[config.mk]
export PLATFORM = sky130hd
export DESIGN_NAME = regfile_wb_arbiter_flat
export DESIGN_NICKNAME = d
export VERILOG_FILES = /design/src/rtl/regfile_wb_arbiter_if.sv /design/src/rtl/regfile_wb_arbiter.sv /design/src/flat_wrapper.sv
export SDC_FILE = /design/constraint.sdc
export NUM_CORES = 1
export LEC_CHECK = 0
export BUFFER_PORTS_ARGS = -buffer_cell sky130_fd_sc_hd__buf_2
export CAP_MARGIN = 20
export CORE_ASPECT_RATIO = 0.75
export CORE_MARGIN = 10
export CORE_UTILIZATION = 58
export DETAILED_ROUTE_END_ITERATION = 8
export HOLD_SLACK_MARGIN = 0.05
export PLACE_DENSITY_LB_ADDON = 0.25
export SKIP_LAST_GASP = 1
export SYNTH_ARGS = -nofsm -noshare
export SYNTH_HDL_FRONTEND = slang
export SYNTH_SLANG_ARGS = --single-unit
[constraint.sdc]
create_clock -name CLK_in -period 7.7 [get_ports CLK_in]
set_input_delay 0.385 -clock CLK_in [delete_from_list [all_inputs] [get_ports CLK_in]]
set_output_delay 0.385 -clock CLK_in [all_outputs]
set_load 0.02 [all_outputs]
[src/rtl/regfile_wb_arbiter_if.sv]
// Bundle between the writeback sources and regfile_wb_arbiter: per-source request handshake,
// the registered register-file write port and the in-flight destination mask.
interface regfile_wb_arbiter_if #(
  parameter int N_REQ  = 3,
  parameter int DATA_W = 32,
  parameter int ADDR_W = 5
);
  logic [N_REQ-1:0]        req_valid;
  logic [ADDR_W*N_REQ-1:0] req_addr;
  logic [DATA_W*N_REQ-1:0] req_data;
  logic [N_REQ-1:0]        req_ready;
  logic                    RegWrite_en;
  logic [ADDR_W-1:0]       RegWrite;
  logic [DATA_W-1:0]       RegWriteData;
  logic [(2**ADDR_W)-1:0]  pend_mask;

  modport master (
    output req_valid, req_addr, req_data,
    input  req_ready, RegWrite_en, RegWrite, RegWriteData, pend_mask
  );

  modport slave (
    input  req_valid, req_addr, req_data,
    output req_ready, RegWrite_en, RegWrite, RegWriteData, pend_mask
  );
endinterface

[src/rtl/regfile_wb_arbiter.sv]
// Shares one registered register-file write port among N_REQ writeback sources via 1-entry holds.
// Define ARB_FIXED_PRIO_EN for lowest-index-wins arbitration; default is round-robin.
module regfile_wb_arbiter #(
  parameter int N_REQ  = 3,
  parameter int DATA_W = 32,
  parameter int ADDR_W = 5
) (
  input  logic                 CLK_in,
  input  logic                 RST_in,
  regfile_wb_arbiter_if.slave  bus
);
  localparam int IDX_W = (N_REQ > 1) ? $clog2(N_REQ) : 1;
  localparam int NREG  = 2**ADDR_W;

  logic [ADDR_W-1:0] in_addr   [N_REQ];
  logic [DATA_W-1:0] in_data   [N_REQ];
  logic [N_REQ-1:0]  addr_nz;
  logic [N_REQ-1:0]  hold_v;
  logic [ADDR_W-1:0] hold_addr [N_REQ];
  logic [DATA_W-1:0] hold_data [N_REQ];

  logic [N_REQ-1:0]  grant;
  logic              grant_any;
  logic [IDX_W-1:0]  grant_idx;

  logic [N_REQ-1:0]  hold_hit;
  logic [N_REQ-1:0]  lower_hit;
  logic [N_REQ-1:0]  ready_base;
  logic [N_REQ-1:0]  ready;

  logic              we_q, we_d;
  logic [ADDR_W-1:0] waddr_q, waddr_d;
  logic [DATA_W-1:0] wdata_q, wdata_d;
  logic [NREG-1:0]   pend;

  // Per-source holding register; a fresh accept takes priority over the clear caused by a grant.
  for (genvar gi = 0; gi < N_REQ; gi++) begin : g_src
    logic              hold_v_q, hold_v_d;
    logic [ADDR_W-1:0] hold_addr_q, hold_addr_d;
    logic [DATA_W-1:0] hold_data_q, hold_data_d;
    logic              take;

    assign in_addr[gi] = bus.req_addr[gi*ADDR_W +: ADDR_W];
    assign in_data[gi] = bus.req_data[gi*DATA_W +: DATA_W];
    assign addr_nz[gi] = |in_addr[gi];
    assign take        = bus.req_valid[gi] & ready[gi];

    always_comb begin
      hold_v_d    = hold_v_q;
      hold_addr_d = hold_addr_q;
      hold_data_d = hold_data_q;
      if (grant[gi]) begin
        hold_v_d = 1'b0;
      end
      if (take && addr_nz[gi]) begin
        hold_v_d    = 1'b1;
        hold_addr_d = in_addr[gi];
        hold_data_d = in_data[gi];
      end
    end

    always_ff @(posedge CLK_in or posedge RST_in) begin
      if (RST_in) begin
        hold_v_q    <= 1'b0;
        hold_addr_q <= '0;
        hold_data_q <= '0;
      end else begin
        hold_v_q    <= hold_v_d;
        hold_addr_q <= hold_addr_d;
        hold_data_q <= hold_data_d;
      end
    end

    assign hold_v[gi]    = hold_v_q;
    assign hold_addr[gi] = hold_addr_q;
    assign hold_data[gi] = hold_data_q;
  end

`ifdef ARB_FIXED_PRIO_EN
  always_comb begin
    grant     = '0;
    grant_any = 1'b0;
    grant_idx = '0;
    for (int k = 0; k < N_REQ; k++) begin
      if (!grant_any && hold_v[k]) begin
        grant_any = 1'b1;
        grant_idx = IDX_W'(k);
      end
    end
    if (grant_any) begin
      grant[grant_idx] = 1'b1;
    end
  end
`else
  logic [IDX_W-1:0] ptr_q, ptr_d;

  // Search starts at the pointer and wraps; the pointer moves past the winner only on a grant.
  always_comb begin
    int               cand;
    logic [IDX_W-1:0] cand_idx;
    grant     = '0;
    grant_any = 1'b0;
    grant_idx = '0;
    cand      = 0;
    cand_idx  = '0;
    for (int k = 0; k < N_REQ; k++) begin
      cand = int'(ptr_q) + k;
      if (cand >= N_REQ) begin
        cand = cand - N_REQ;
      end
      cand_idx = IDX_W'(cand);
      if (!grant_any && hold_v[cand_idx]) begin
        grant_any = 1'b1;
        grant_idx = cand_idx;
      end
    end
    if (grant_any) begin
      grant[grant_idx] = 1'b1;
    end
    ptr_d = ptr_q;
    if (grant_any) begin
      ptr_d = (grant_idx == IDX_W'(N_REQ - 1)) ? '0 : grant_idx + IDX_W'(1);
    end
  end

  always_ff @(posedge CLK_in or posedge RST_in) begin
    if (RST_in) begin
      ptr_q <= '0;
    end else begin
      ptr_q <= ptr_d;
    end
  end
`endif

  // A nonzero destination is refused while another hold owns it, or while a lower-index source
  // is being accepted for it this cycle; this keeps same-address writes out of the holds at once.
  always_comb begin
    hold_hit   = '0;
    lower_hit  = '0;
    ready_base = '0;
    ready      = '0;
    for (int i = 0; i < N_REQ; i++) begin
      for (int j = 0; j < N_REQ; j++) begin
        if (j != i && hold_v[j] && hold_addr[j] == in_addr[i]) begin
          hold_hit[i] = 1'b1;
        end
      end
      ready_base[i] = (~hold_v[i] | grant[i]) & ~(addr_nz[i] & hold_hit[i]);
    end
    for (int i = 0; i < N_REQ; i++) begin
      for (int j = 0; j < i; j++) begin
        if (bus.req_valid[j] && ready_base[j] && in_addr[j] == in_addr[i]) begin
          lower_hit[i] = 1'b1;
        end
      end
      ready[i] = ready_base[i] & ~(addr_nz[i] & lower_hit[i]) & ~RST_in;
    end
  end

  always_comb begin
    we_d    = grant_any;
    waddr_d = waddr_q;
    wdata_d = wdata_q;
    if (grant_any) begin
      waddr_d = hold_addr[grant_idx];
      wdata_d = hold_data[grant_idx];
    end
  end

  always_ff @(posedge CLK_in or posedge RST_in) begin
    if (RST_in) begin
      we_q    <= 1'b0;
      waddr_q <= '0;
      wdata_q <= '0;
    end else begin
      we_q    <= we_d;
      waddr_q <= waddr_d;
      wdata_q <= wdata_d;
    end
  end

  // In-flight destinations: every valid hold plus the write currently on the port.
  always_comb begin
    pend = '0;
    for (int i = 0; i < N_REQ; i++) begin
      if (hold_v[i]) begin
        pend[hold_addr[i]] = 1'b1;
      end
    end
    if (we_q) begin
      pend[waddr_q] = 1'b1;
    end
    pend[0] = 1'b0;
  end

  assign bus.req_ready    = ready;
  assign bus.RegWrite_en  = we_q;
  assign bus.RegWrite     = waddr_q;
  assign bus.RegWriteData = wdata_q;
  assign bus.pend_mask    = pend;
endmodule

[src/flat_wrapper.sv]
// flat-port wrapper written by rule: the top's interface ports become plain ports
module regfile_wb_arbiter_flat 
#(
  parameter int N_REQ  = 3,
  parameter int DATA_W = 32,
  parameter int ADDR_W = 5
)
  (CLK_in, RST_in, bus_req_valid, bus_req_addr, bus_req_data, bus_req_ready, bus_RegWrite_en, bus_RegWrite, bus_RegWriteData, bus_pend_mask);
  regfile_wb_arbiter_if #(.N_REQ(N_REQ), .DATA_W(DATA_W), .ADDR_W(ADDR_W)) bus_i ();
  input  logic CLK_in;
  input  logic RST_in;
  input wire logic [$bits(bus_i.req_valid)-1:0] bus_req_valid;
  input wire logic [$bits(bus_i.req_addr)-1:0] bus_req_addr;
  input wire logic [$bits(bus_i.req_data)-1:0] bus_req_data;
  output wire logic [$bits(bus_i.req_ready)-1:0] bus_req_ready;
  output wire logic [$bits(bus_i.RegWrite_en)-1:0] bus_RegWrite_en;
  output wire logic [$bits(bus_i.RegWrite)-1:0] bus_RegWrite;
  output wire logic [$bits(bus_i.RegWriteData)-1:0] bus_RegWriteData;
  output wire logic [$bits(bus_i.pend_mask)-1:0] bus_pend_mask;
  assign bus_i.req_valid = bus_req_valid;
  assign bus_i.req_addr = bus_req_addr;
  assign bus_i.req_data = bus_req_data;
  assign bus_req_ready = bus_i.req_ready;
  assign bus_RegWrite_en = bus_i.RegWrite_en;
  assign bus_RegWrite = bus_i.RegWrite;
  assign bus_RegWriteData = bus_i.RegWriteData;
  assign bus_pend_mask = bus_i.pend_mask;
  regfile_wb_arbiter #(.N_REQ(N_REQ), .DATA_W(DATA_W), .ADDR_W(ADDR_W)) u_core (.CLK_in(CLK_in), .RST_in(RST_in), .bus(bus_i));
endmodule
==> results of run 1 <==
final timing paths:
| kind | end | slack, ns | cells after the start |
|---|---|---|---|
| worst min-delay path | u_core.g_src[1].hold_data_q[6] | 0.17 | 2 |
| worst max-delay path | bus_req_ready[0] | 3.87 | 11 |
| min in group asynchronous | u_core.bus.RegWriteData[29] | 0.20 | 2 |
| max in group asynchronous | u_core.g_src[1].hold_data_q[17] | 6.20 | 3 |
| worst min register to register | u_core.bus.RegWriteData[7] | 0.47 | 2 |
| worst max register to register | u_core.g_src[2].hold_data_q[17] | 4.20 | 10 |
metrics by stage:
stage | instances | util
global placement | 1025 | 0.656
global route | 1059 | 0.700
CTS | 1058 | 0.700
finish | 1060 | 0.700
detailed placement | 1027 | 0.657
floorplan | 723 | -
layer usage:
layer	track usage	routed length, um	vias up
met2	0.407	11800	419
li1	-	-	2974
met4	0.0852	500	4
met5	0	27	-
met1	0.343	10200	3393
met3	0.0891	2790	56
where the power goes:
| group | leakage (nW) | internal (mW) | switching, mW |
|---|---|---|---|
| combinational | 2.17 | 1.12 | 1.81 |
| sequential | 1.82 | 1.27 | 0.427 |
| clock | 0.279 | 0.489 | 0.337 |
area by class of cell:
class                      count  share of cell area
antenna                        2            0.000525
clock buffer                  19              0.0465
clock inverter                12              0.0148
inverter                      13             0.00565
multi-input combinational    488               0.399
sequential                   154               0.405
tap                          175              0.0230
timing repair buffer         197               0.106
cell usage after synthesis, drive strengths merged (2+ instances only):
cell type  number
o211ai         10
inv            13
a22oi          19
o21a            2
nand2          90
mux2i           3
nand3b         11
nor2           26
xnor2          28
o32ai           3
and3            4
nor3           19
nand3           6
or3b            4
o22ai          16
nor3b           5
a21o            2
ha              4
nand4           6
a211oi          2
dfrtp         154
a21oi          12
a31oi           6
a221o          13
nor4            5
o221ai         10
buf            20
o2bb2ai         5
or3             2
mux2          103
xor2           17
clkbuf         48
a222oi         30
o21ai           8
a22o            3
logic make-up after synthesis:
logic type / Yosys count / synth area share
multiplexers: 106 / 0.149
AO/OA/AOI/OAI: 148 / 0.153
AND/OR/NAND/NOR: 184 / 0.111
flip-flops: 154 / 0.483
adder cells (fa/ha/maj): 4 / 0.00628
buffers and inverters: 81 / 0.0469
other: 1 / 0.000470
XOR/XNOR: 45 / 0.0494
worst max-delay path: stages (launching register included):
cell,delay [ns]
dfrtp_1,0.40
inv_1,0.08
ha_1,0.45
nand2_1,0.15
o22ai_1,0.36
a21oi_1,0.17
o21ai_4,0.52
buf_4,0.41
nor3_2,0.08
nor2_1,0.15
a211oi_1,0.06
buf_2,0.18
state kept, by name (all words and copies together), names as in the netlist:
signal	flops
u_core.bus.RegWrite	5
u_core.bus.RegWriteData	32
u_core.bus.RegWrite_en	1
u_core.g_src.hold_addr_q	15
u_core.g_src.hold_data_q	96
u_core.g_src.hold_v_q	3
u_core.ptr_q	2
==> impl_metrics.yaml, run 1 <==
route:
  drc: 0
  ant_nets: 0
  vias_per_cell: 6.46
  routed_wl_um: 25400
  drtIter0Drc: 784
  via_count: 6846
  dr.pass1.iters: 7
  wl_per_cell_um: 24.0
die:
  die_w_um: 155
  fp.coreArea_sq_um: 13600
  rows: 37
  initial_core_util: 0.586
  fp.dieArea_sq_um: 18900
  ios: 189
  die_h_um: 122
run:
  max_cap_violations: 0
synth:
  synth_enable_flop_cells: 0
  netlist_instances: 723
  synth_cell_type_count: 64
  synthesis.nets: 843
  synth.top_cell.area_share: 0.483
  avgSynthCellArea_sq_um: 11.0
  synth-seq-cells: 154
  synthFlopType: "dfrtp_1"
  yosysSeqAreaShare: 0.483
  yosys_warnings: 0
  async_flop_share: 1.00
  synth_area_sq_um: 7970
  synthTopCellsByArea: "dfrtp_1 (48%), mux2_2 (11%), nand2_1 (4.2%)"
  synth_top_area_cell: "dfrtp_1"
clock_network:
  cts_tree: "yes"
  path_clk_slew_ns: 0.06
  cts.sinks: 154
  cts_buffer_depth: 2
  cts-resized-gates: 0
  numCtsBuffers: 17
  ctsRootBufferMaster: "clkbuf_16"
  clk_latency_ns: 0.42
  postCtsHoldBufs: 0
  htree_levels: 4
  post_cts_buffers: 0
timing:
  finalSetupTns_ns: 0
  slew_violations: 0
  hold_slack_ns: 0.171
  fin_ws_ns: 3.87
  tightest_slew_ns: 1.20
  rsz0062_at_grt: "false"
  hold_violations: 0
  period_needed_ns: 3.83
  relSlewSlack: 0.195
  fin_worst_skew_ns: 0.00983
  setup_viol: 0
  period_share: 0.498
  fmax_mhz: 261
grt:
  grt-ovfl-total: 0
  grt_max_degree: 95
  gr-usage-all-layers: 0.263
  grt_first_pass_wirelength_um: 39600
  antenna_found_initial: 4
  grt_pass1_vias: 7112
setup_path:
  critPathLaunchType: "flip-flop"
  crit_required_ns: 7.32
  crit_arrival_ns: 3.45
  r2r_start: "u_core.ptr_q[0]"
  crit_fanout: 22
  cp-startpoint: "u_core.ptr_q[0]"
  cp-end-kind: "output pin"
  path_class: "reg -> out"
cells_and_area:
  nNetsFinal: 991
  multi_input_area_sq_um: 3800
  final_common_cell: "buf_2"
  fill_cells: 1022
  final_cell_mix: "buf_2 (187), dfrtp_1 (154), nand2_1 (90)"
  fin_area_sq_um: 9530
  areaGrowthSynthToFinish_pct: 19.5
  layout-drive-gt1-share: 0.371
  final-seq-area_sq_um: 3850
min_path:
  min_path_type: "in -> reg"
  hp-start: "bus_req_data[38]"
power_and_ir_drop:
  finalPower_mw: 5.45
  peakVddDrop_mv: 0.521
  cellLeakagePower_nw: 4.27
  power.density_nw_per_um2: 573
place:
  gp_congestion: 0.972
  port_buffers: 187
  place_area_sq_um: 8940
  place_ws_ns: 4.26
  post-dp-hpwl_um: 17700
run_status:
  status: "finished clean"
No activity file was read; power rests on OpenSTA's default activity.
==> run 2: changes to the inputs <==
--- a/config.mk
+++ b/config.mk
@@ -9,7 +9,7 @@
 export CAP_MARGIN = 20
 export CORE_ASPECT_RATIO = 0.75
 export CORE_MARGIN = 10
-export CORE_UTILIZATION = 58
+export CORE_UTILIZATION = 54
 export DETAILED_ROUTE_END_ITERATION = 8
 export HOLD_SLACK_MARGIN = 0.05
 export PLACE_DENSITY_LB_ADDON = 0.25
==> constraint.sdc (replaced) <==
create_clock -name CLK_in -period 4 [get_ports CLK_in]
set_input_delay 0.2 -clock CLK_in [delete_from_list [all_inputs] [get_ports CLK_in]]
set_output_delay 0.2 -clock CLK_in [all_outputs]
set_load 0.02 [all_outputs]
==> run 2 against run 1 <==
Effect of this change: total power grew 99%; sequential share of layout area shrank 4.1 points; wire length grew 12%; first-iteration DRC count grew 23%; die area grew 6.3%.
==> impl_metrics.yaml, run 2 (synthesized netlist as in run 1, its figures left out) <==
run_status:
  status: "finished clean"
die:
  die_w_um: 160
  ios: 189
  fp.dieArea_sq_um: 20100
  initial_core_util: 0.552
  die_h_um: 125
  fp.coreArea_sq_um: 14500
  rows: 38
cells_and_area:
  areaGrowthSynthToFinish_pct: 33.0
  fin_area_sq_um: 10600
  final_cell_mix: "buf_2 (190), dfrtp_1 (154), dlygate4sd3_1 (96)"
  layout-drive-gt1-share: 0.339
  nNetsFinal: 1092
  regMostFlops: "u_core.g_src.hold_data_q"
  largest_register_ffs: 96
  fill_cells: 980
  final_common_cell: "buf_2"
place:
  place_area_sq_um: 9000
  port_buffers: 187
  gp_congestion: 0.942
  post-dp-hpwl_um: 17700
setup_path:
  path_class: "reg -> out"
  cp-end-kind: "output pin"
  cp-startpoint: "u_core.ptr_q[0]"
  critPathLaunchType: "flip-flop"
  crit_end: "bus_req_ready[0]"
  r2r_start: "u_core.ptr_q[0]"
  crit_fanout: 40
  ff2ff_path_depth: 10
  crit_required_ns: 3.80
  ff2ff_setup_slack_ns: 0.48
  crit_arrival_ns: 3.54
  rr_endpoint: "u_core.g_src[0].hold_data_q[15]"
clock_network:
  ctsRootBufferMaster: "clkbuf_16"
  path_clk_slew_ns: 0.06
  cts-resized-gates: 0
  clk_latency_ns: 0.43
  postCtsHoldBufs: 96
  post_cts_buffers: 0
  cts.sinks: 154
  numCtsBuffers: 17
  cts_tree: "yes"
  htree_levels: 4
  cts_buffer_depth: 2
timing:
  relSlewSlack: 0.349
  finalSetupTns_ns: 0
  rsz0062_at_grt: "false"
  fin_worst_skew_ns: 0.0129
  setup_viol: 0
  fmax_mhz: 267
  slew_violations: 0
  period_needed_ns: 3.74
  tightest_slew_ns: 0.976
  period_share: 0.935
  hold_violations: 0
route:
  wl_per_cell_um: 24.0
  vias_per_cell: 6.28
  drc: 0
  via_count: 7448
  ant_nets: 0
  drtIter0Drc: 964
  routed_wl_um: 28500
  dr.pass1.iters: 6
grt:
  grt_first_pass_wirelength_um: 45400
  antenna_found_initial: 3
  grt_max_degree: 79
  grt_pass1_vias: 7910
  grt-ovfl-total: 0
  gr-usage-all-layers: 0.280
power_and_ir_drop:
  power.density_nw_per_um2: 1020
  cellLeakagePower_nw: 4.72
  peakVddDrop_mv: 0.692
min_path:
  min_path_type: "in -> reg"
  whs_path_depth: 2
run:
  max_cap_violations: 0
run 2: how the worst min path moves through the flow:
stage / slack (ns) / to / startpoint
after global routing: 0.12 / u_core.g_src[0].hold_addr_q[0] / bus_req_addr[0]
after detailed placement: 0.42 / u_core.g_src[2].hold_data_q[5] / bus_req_data[69]
after CTS: 0.11 / u_core.g_src[0].hold_addr_q[1] / bus_req_addr[1]
after floorplan: 0.33 / u_core.g_src[1].hold_data_q[6] / bus_req_data[38]
after global placement: 0.41 / u_core.g_src[1].hold_data_q[7] / bus_req_data[39]
final: 0.13 / u_core.g_src[0].hold_addr_q[1] / bus_req_addr[1]
run 2: final cells by class:
class | count | area (sq um) | share of cell area
Clock inverter | 13 | 186 | 0.0176
Sequential cell | 154 | 3850 | 0.364
Timing Repair Buffer | 298 | 2010 | 0.190
Tap cell | 200 | 250 | 0.0236
Multi-Input combinational cell | 488 | 3800 | 0.358
Clock buffer | 18 | 439 | 0.0414
Inverter | 13 | 52.6 | 0.00496
Antenna cell | 2 | 5.00 | 0.000472
run 2: worst max-delay path, cell delays in order, from the launching register on:
cell      delay, ns
dfrtp_1        0.42
inv_1          0.10
ha_1           0.21
mux2i_1        0.30
o21ai_1        0.19
o32ai_1        0.59
a21oi_4        0.11
buf_4          0.30
nor3_2         0.27
nor2_1         0.11
a211oi_1       0.26
buf_2          0.23
run 2: per-layer routing:
metal	track usage	wire [um]	vias to the layer above
met3	0.0774	2660	73
met5	0	13	-
met2	0.469	14100	449
met4	0.0808	707	2
met1	0.348	11100	3749
li1	-	-	3175
run 2: power by group:
group	switching, mW	leakage, nW	internal (mW)	total (mW)
clock	0.700	0.296	1.02	1.72
combinational	3.62	2.60	2.25	5.87
sequential	0.824	1.82	2.44	3.27
total	5.15	4.72	5.71	10.9
run 2: per-stage QoR:
stage	power (mW)	util	hold slack [ns]	cells	worst slack, ns
final	10.9	0.733	0.127	1186	0.259
after global placement	8.52	0.621	0.413	1052	0.785
after floorplan	7.06	-	0.332	723	0.273
after CTS	10.6	0.732	0.115	1182	0.355
after detailed placement	8.80	0.622	0.416	1055	0.661
after global routing	11.5	0.733	0.120	1186	0.0220
==> run 3: changes to the inputs <==
--- a/config.mk
+++ b/config.mk
@@ -11,6 +11,7 @@
 export CORE_MARGIN = 10
 export CORE_UTILIZATION = 54
 export DETAILED_ROUTE_END_ITERATION = 8
+export GPL_TIMING_DRIVEN = 0
 export HOLD_SLACK_MARGIN = 0.05
 export PLACE_DENSITY_LB_ADDON = 0.25
 export SKIP_LAST_GASP = 1
==> run 3 against run 2 <==
Effect of this change: sequential cell count stayed put; fmax is 4.9% higher; register-to-register slack better by 0.15 ns; utilization is 0.89 points higher; sequential share of layout area is 0.44 points lower; cell count is 3.7% higher; critical path type unchanged; hold slack better by 0.0022 ns; via count is 0.90% higher; cell area is 1.2% higher; wire length is 1.8% lower; non-clock buffer count is 45 higher; highest routed layer is now met4; critical path depth is 1 lower.
==> impl_metrics.yaml, run 3 (synthesized netlist as in run 1, its figures left out) <==
grt:
  grt-ovfl-total: 0
  gr-usage-all-layers: 0.275
  grt_pass1_vias: 7775
  grt_first_pass_wirelength_um: 44500
  antenna_found_initial: 0
  grt_max_degree: 43
die:
  die_w_um: 160
  rows: 38
  fp.coreArea_sq_um: 14500
  fp.dieArea_sq_um: 20100
  initial_core_util: 0.552
  ios: 189
  die_h_um: 125
route:
  dr.pass1.iters: 7
  wl_per_cell_um: 22.8
  vias_per_cell: 6.11
  drc: 0
  via_count: 7515
  drtIter0Drc: 1051
  ant_nets: 0
  routed_wl_um: 28000
timing:
  period_needed_ns: 3.57
  hold_slack_ns: 0.129
  period_share: 0.892
  tightest_slew_ns: 1.08
  hold_violations: 0
  fin_worst_skew_ns: 0.0153
  slew_violations: 0
  relSlewSlack: 0.273
  setup_viol: 0
  rsz0062_at_grt: "false"
  fmax_mhz: 280
clock_network:
  cts_tree: "yes"
  numCtsBuffers: 17
  ctsRootBufferMaster: "clkbuf_16"
  cts_buffer_depth: 2
  cts.sinks: 154
  path_clk_slew_ns: 0.07
  clk_latency_ns: 0.43
  post_cts_buffers: 0
  htree_levels: 4
power_and_ir_drop:
  comb_power_share: 0.579
  peakVddDrop_mv: 0.493
  power_frac_seq: 0.273
  p_switching_mw: 5.22
  p_int_mw: 5.60
  switching_share: 0.483
  power.density_nw_per_um2: 1010
  cellLeakagePower_nw: 4.73
  p_clk_frac: 0.147
cells_and_area:
  nNetsFinal: 1137
  layout-drive-gt1-share: 0.316
  fill_cells: 961
  final_cell_mix: "buf_2 (181), dfrtp_1 (154), dlygate4sd3_1 (97)"
  diodes: 0
  areaGrowthSynthToFinish_pct: 34.6
  final_util: 0.742
  regMostFlops: "u_core.g_src.hold_data_q"
  largest_register_ffs: 96
  final_common_cell: "buf_2"
setup_path:
  ff2ff_setup_slack_ns: 0.63
  cp-end-kind: "output pin"
  ff2ff_path_depth: 11
  cp_slowest_cell: "nor3_4"
  path_class: "reg -> out"
  crit_fanout: 10
  r2r_start: "u_core.ptr_q[0]"
  critPathLaunchType: "flip-flop"
  rr_endpoint: "u_core.bus.RegWriteData[13]"
  crit_required_ns: 3.80
  crit_family: "compound AO/OA/AOI/OAI gates"
  cpPeakStageDelay_ns: 0.55
  crit_chain: "inv_1, ha_1, mux2i_1, o22ai_1, nor3_4, inv_2, a41oi_4, o21ai_0, a221oi_1, buf_2"
  crit_arrival_ns: 3.37
  worst-path-buf-inv: 3
  cp-startpoint: "u_core.ptr_q[1]"
min_path:
  min_to: "u_core.g_src[0].hold_addr_q[0]"
  min_path_type: "in -> reg"
  whs_path_depth: 2
  hp-start: "bus_req_addr[0]"
place:
  port_buffers: 172
  post-dp-hpwl_um: 18400
  gp_congestion: 0.974
run_status:
  status: "finished clean"
run:
  max_cap_violations: 0
==> run 3: cell count changes in the layout (fill, tap and decap cells not counted), moves of 2 or more <==
cell	delta
diode_2	-2
buf_1	+3
clkbuf_1	+48
buf_4	-6
buf_2	-9
bufinv_16	-3
inv_8	+3
o21ai_4	-2
buf_6	+6
buf_12	+3
==> run 3: routing by layer <==
| metal | vias up | GRT usage | routed length [um] |
|---|---|---|---|
| li1 | 3272 | - | - |
| met1 | 3654 | 0.357 | 11100 |
| met2 | 507 | 0.436 | 13000 |
| met3 | 82 | 0.0784 | 3070 |
| met4 | 0 | 0.0900 | 784 |
| met5 | - | 0 | 0 |
==> run 3: area by class of cell <==
type | instances | area [sq um] | area share
timing repair buffer | 275 | 1920 | 0.179
clock buffer | 18 | 429 | 0.0400
multi-input combinational | 488 | 3750 | 0.350
sequential | 154 | 3850 | 0.359
buffer | 68 | 325 | 0.0303
tap | 200 | 250 | 0.0233
clock inverter | 14 | 146 | 0.0136
inverter | 13 | 52.6 | 0.00490
==> run 3: timing repair <==
| action | 4_1_cts | 5_1_grt |
|---|---|---|
| setup endpoints to repair | 0 | 1 |
| gates resized for setup | 0 | 1 |
| hold endpoints to repair | 106 | 1 |
| hold buffers | 96 | 1 |
==> run 3: stage by stage <==
step | cells | setup slack, ns | instance area [sq um] | total power, mW | TNS, ns
finish | 1230 | 0.432 | 10700 | 10.8 | 0
CTS | 1228 | 0.343 | 10700 | 10.5 | 0
global placement | 1095 | -1.09 | 9090 | 8.70 | -38.75
detailed placement | 1100 | 0.691 | 9170 | 8.87 | 0
floorplan | 723 | 0.273 | 7980 | 7.06 | 0
global route | 1230 | 0.194 | 10700 | 11.5 | 0
==> run 3: how the worst max path moves through the flow <==
stage,to,slack [ns],cells after the start
floorplan,u_core.g_src[2].hold_addr_q[4],0.27,6
global placement,u_core.g_src[2].hold_data_q[6],-1.09,7
detailed placement,u_core.bus.RegWriteData[28],0.69,10
CTS,bus_req_ready[0],0.34,10
global route,bus_req_ready[0],0.19,10
finish,bus_req_ready[2],0.43,10
==> run 3: power by group through the flow <==
stage          clock, mW  combinational [mW]  sequential [mW]
2_1_floorplan          0                4.01             3.04
3_3_place_gp           0                5.81             2.89
3_5_place_dp           0                5.96             2.91
4_1_cts             1.58                6.04             2.90
5_1_grt             1.66                6.78             3.04
6_report            1.60                6.27             2.96
